File: config.mk
export PLATFORM = sky130hd
export DESIGN_NAME = instruction_dispatch_fifo
export DESIGN_NICKNAME = d
export VERILOG_FILES = /design/src/rtl/instruction_dispatch_fifo.sv
export SDC_FILE = /design/constraint.sdc
export NUM_CORES = 1
export LEC_CHECK = 0
export CAP_MARGIN = 20
export CORE_AREA = 2 2 219 221
export DETAILED_ROUTE_END_ITERATION = 7
export DIE_AREA = 0 0 221 223
export PLACE_DENSITY_LB_ADDON = 0.08
export SYNTH_ARGS = -nofsm -noshare
export SYNTH_HDL_FRONTEND = slang
export SYNTH_SLANG_ARGS = --single-unit
File: constraint.sdc
create_clock -name clk -period 6.5 [get_ports clk]
set_input_delay 0.975 -clock clk [delete_from_list [all_inputs] [get_ports clk]]
set_output_delay 0.975 -clock clk [all_outputs]
set_load 0.1 [all_outputs]
File: src/rtl/instruction_dispatch_fifo.sv
// instruction_dispatch_fifo: buffers host instructions and issues them to the coordinator in order.
// Define INSTR_DISPATCH_STATS_EN to add the issued_cnt and high_water statistics outputs.
module instruction_dispatch_fifo #(
    parameter int INSTR_WIDTH = 80,
    parameter int DEPTH       = 8,
    parameter int CNT_W       = $clog2(DEPTH) + 1
) (
    input  logic                   clk,
    input  logic                   rst_n,
    input  logic                   enable,
    input  logic                   flush,
    input  logic [INSTR_WIDTH-1:0] host_instr,
    input  logic                   host_valid,
    output logic                   host_ready,
    output logic [INSTR_WIDTH-1:0] instruction,
    output logic                   instruction_en,
    input  logic                   busy,
    output logic [CNT_W-1:0]       count,
`ifdef INSTR_DISPATCH_STATS_EN
    output logic [31:0]            issued_cnt,
    output logic [CNT_W-1:0]       high_water,
`endif
    output logic                   empty,
    output logic                   full
);
    localparam int PTR_W = $clog2(DEPTH);

    logic [INSTR_WIDTH-1:0] mem_q [DEPTH];
    logic [PTR_W-1:0]       wr_ptr_q, wr_ptr_d, rd_ptr_q, rd_ptr_d;
    logic [CNT_W-1:0]       count_q, count_d;
    logic                   push, pop;

    assign empty          = count_q == '0;
    assign full           = count_q == CNT_W'(DEPTH);
    // Held low during reset so the host sees no acceptance until rst_n releases.
    assign host_ready     = rst_n && !full && !flush;
    assign instruction_en = !empty && enable && !flush;
    assign push           = host_valid && host_ready;
    assign pop            = instruction_en && !busy;
    assign instruction    = mem_q[rd_ptr_q];
    assign count          = count_q;

    always_comb begin
        wr_ptr_d = flush ? '0 : wr_ptr_q + PTR_W'(push);
        rd_ptr_d = flush ? '0 : rd_ptr_q + PTR_W'(pop);
        count_d  = flush ? '0 : count_q + CNT_W'(push) - CNT_W'(pop);
    end

    always_ff @(posedge clk or negedge rst_n) begin
        if (!rst_n) begin
            wr_ptr_q <= '0;
            rd_ptr_q <= '0;
            count_q  <= '0;
        end else begin
            wr_ptr_q <= wr_ptr_d;
            rd_ptr_q <= rd_ptr_d;
            count_q  <= count_d;
        end
    end

    // Storage is deliberately left unreset.
    always_ff @(posedge clk) begin
        if (push) mem_q[wr_ptr_q] <= host_instr;
    end

`ifdef INSTR_DISPATCH_STATS_EN
    logic [31:0]      issued_q, issued_d;
    logic [CNT_W-1:0] high_water_q, high_water_d;

    // Tracks the next count so high_water never trails the current occupancy.
    always_comb begin
        issued_d     = issued_q + 32'(pop);
        high_water_d = count_d > high_water_q ? count_d : high_water_q;
    end

    always_ff @(posedge clk or negedge rst_n) begin
        if (!rst_n) begin
            issued_q     <= '0;
            high_water_q <= '0;
        end else begin
            issued_q     <= issued_d;
            high_water_q <= high_water_d;
        end
    end

    assign issued_cnt = issued_q;
    assign high_water = high_water_q;
`endif
endmodule
==> impl_metrics.py <==
metrics = {
    "worst_setup_path": {
        "crit_path_start_kind": "flip-flop",
        "cp-startpoint": "rd_ptr_q[1]$_DFF_PN0_",
        "worstSetupEndpointType": "output port",
        "crit_family": "buffers and inverters",
        "regToRegSetupSlack_ns": 3.45,
        "cp_data_required_time_ns": 5.52,
        "path_buf_inv": 2,
        "path_class": "flip-flop to output port",
        "crit_chain": "buf_4 > mux4_2 > mux2_2 > clkdlybuf4s50_1",
        "endpoint": "instruction[25]",
        "crit_arrival_ns": 3.98,
        "r2r_end": "mem_q[3][67]$_DFFE_PP_",
        "cp_slowest_cell": "dfrtp_4",
        "reg2reg_depth": 6,
        "r2r-start": "count[2]$_DFF_PN0_",
        "cp_max_fo": 66,
        "cp.depth": 4,
        "worst_path_largest_cell_delay_ns": 1.10,
    },
    "timing": {
        "fin_ws_ns": 1.54,
        "setup_viol": 0,
        "setup_tns_ns": 0,
        "worst_pin_slew_ns": 1.09,
        "finClkSkew_ns": 0.0181,
        "whs_ns": 0.696,
        "max_slew_margin_pct": 27.2,
        "finalCritPeriodShare_pct": 76.3,
        "grt_setup_unrepaired": "no",
        "fin_crit_ns": 4.96,
        "fmax_mhz": 202,
        "drv_slew": 0,
        "hold_violations": 0,
    },
    "floorplan": {
        "rows": 80,
        "die_w_microns": 221,
        "dieHeight_microns": 223,
        "die_area_sq_um": 49300,
        "initial_utilization_pct": 52.3,
        "core_area_sq_um": 47100,
        "io_pins": 174,
    },
    "global_route": {
        "grt_pass1_wl_microns": 72200,
        "grt_pass1_vias": 11700,
        "grt_overflow": 0,
        "antenna_found_initial": 2,
        "grtUsageTotal_pct": 19.8,
        "grt_max_degree": 81,
    },
    "cells_and_area": {
        "nNetsFinal": 1309,
        "drive_above_1_share_pct": 29.0,
        "finalNonFillerCells": 1876,
        "final_core_util_pct": 62.2,
        "area.growth.synth_to_final_pct": 19.1,
        "design_area_sq_um": 29300,
    },
    "hold_path": {
        "whs_path_depth": 2,
        "min_path_type": "flip-flop to flip-flop",
    },
    "synth": {
        "synthCells": 992,
        "synth_top_family_by_area": "multiplexers",
        "synthSimpleGateAreaFrac_pct": 0.711,
        "synth_cell_types": 25,
        "synth_top_area_share_pct": 78.0,
        "synth_area_sq_um": 24600,
        "synth_edf_count": 640,
        "synth_top_area_cell": "edfxtp_1",
        "ys_async_sr_fraction_pct": 1.54,
        "synth_top_flop_cell": "edfxtp_1",
        "ys_seq_area_share_pct": 79.0,
        "synth_compound_area_share_pct": 0.0762,
        "yosysMostFrequentCell": "edfxtp_1",
        "ys_top_cells_by_area": "edfxtp_1 78%, mux4_2 15%, mux2_2 3.7%",
        "synthMuxAreaShare_pct": 18.3,
        "synth-seq-cells": 650,
        "synth-xor-area-share_pct": 0.107,
        "synth_nets": 1089,
        "synth_adder_area_share_pct": 0.589,
        "ys_top_cells_by_count": "640 x edfxtp_1, 160 x mux4_2, 80 x mux2_2",
        "avgSynthCellArea_sq_um": 24.8,
        "ys_warn_count": 0,
    },
    "power": {
        "seqPwrFrac_pct": 49.7,
        "powerDensity_nw_per_um2": 321,
        "ir_worst_vdd_mv": 0.348,
        "power.net_switching_mw": 2.26,
        "power.leakage_nw": 9.03,
        "p_int_mw": 7.17,
        "switching_share_pct": 23.9,
        "combPwrFrac_pct": 11.9,
        "power_frac_clock_pct": 38.4,
        "p_total_mw": 9.42,
    },
    "drt": {
        "wire_per_inst_microns": 25.3,
        "drt-pass1-iter-count": 4,
        "via_per_inst": 5.78,
        "drt_iter0_markers": 779,
        "ant_nets": 0,
        "drcViolationCount": 0,
        "finalWirelength_microns": 47500,
        "vias": 10900,
    },
    "clock_network": {
        "clk_latency_ns": 0.59,
        "post_cts_buffers": 0,
        "root_buffer": "clkbuf_16",
        "clock_path_buffers": 3,
        "cts_tree": "built",
        "cts_resized": 0,
        "cts.sinks": 650,
        "cts_buffers": 67,
        "cts_max_level": 3,
        "clk_pin_slew_ns": 0.06,
        "cts_hold_buf": 0,
    },
    "outcome": {
        "status": "finished clean",
    },
    "placement": {
        "placed_area_sq_um": 27300,
        "gp_congestion": 0.684,
        "dp_cells": 1758,
        "io_buffer_count": 173,
        "place_ws_ns": 2.10,
        "dp_hpwl_microns": 24700,
    },
    "run": {
        "cap_violations": 0,
    },
}
==> how the worst min path moves through the flow <==
stage / startpoint / to
2_1_floorplan: rd_ptr_q[1]$_DFF_PN0_ / rd_ptr_q[1]$_DFF_PN0_
3_3_place_gp: wr_ptr_q[0]$_DFF_PN0_ / wr_ptr_q[0]$_DFF_PN0_
3_5_place_dp: wr_ptr_q[0]$_DFF_PN0_ / wr_ptr_q[0]$_DFF_PN0_
4_1_cts: wr_ptr_q[0]$_DFF_PN0_ / wr_ptr_q[0]$_DFF_PN0_
5_1_grt: wr_ptr_q[0]$_DFF_PN0_ / wr_ptr_q[0]$_DFF_PN0_
6_report: wr_ptr_q[0]$_DFF_PN0_ / wr_ptr_q[0]$_DFF_PN0_
==> cell usage in the layout, fill, tap and decap left out, types with 7 or more instances in the layout <==
cell,n
edfxtp_1,640
clkdlybuf4s50_1,173
mux4_2,160
mux2_2,80
clkbuf_16,73
clkbuf_1,21
buf_4,14
clkinv_2,11
ha_1,10
buf_12,10
nor2b_1,8
clkinv_1,8
inv_1,7
dfrtp_1,7
==> power groups by stage <==
stage	Sequential [mW]	Combinational (mW)	Clock, mW
final	4.68	1.12	3.62
after global routing	4.69	1.18	3.86
after CTS	4.68	1.14	3.70
after detailed placement	4.77	1.14	0
after global placement	4.77	1.13	0
after floorplan	4.80	0.809	0
==> logic make-up after synthesis <==
family	count (synthesis)
flip-flops	650
multiplexers	240
adder cells (fa/ha/maj)	11
buffers and inverters	53
XOR/XNOR	3
AO/OA/AOI/OAI	3
AND/OR/NAND/NOR	32
==> worst min-delay path: cells and delay by family (launching register included) <==
kind	cells	cell delay, ns
adder cells (fa/ha/maj)	1	0.14
flip-flops	1	0.38
AND/OR/NAND/NOR	1	0.13
==> per-layer routing <==
metal | vias to the layer above | wire [microns] | global-route usage, %
met3 | 58 | 2570 | 4.15
li1 | 4670 | - | -
met2 | 243 | 23100 | 31.3
met5 | - | 13 | 0
met1 | 5878 | 21100 | 28.3
met4 | 2 | 719 | 5.65
==> flip-flops by register name, summed over array words and instances, names as in the netlist <==
| name | count |
|---|---|
| count | 4 |
| mem_q | 640 |
| wr_ptr_q | 3 |
| rd_ptr_q | 3 |
==> layout make-up <==
type,count,area (sq um)
Sequential cell,650,19500
Clock buffer,96,1930
Tap cell,615,769
Timing Repair Buffer,197,2040
Fill cell,3235,17800
Multi-Input combinational cell,289,4940
Antenna cell,1,2.50
Inverter,7,26.3
Clock inverter,21,145
Note: power is estimated with default switching activity, not from simulation.
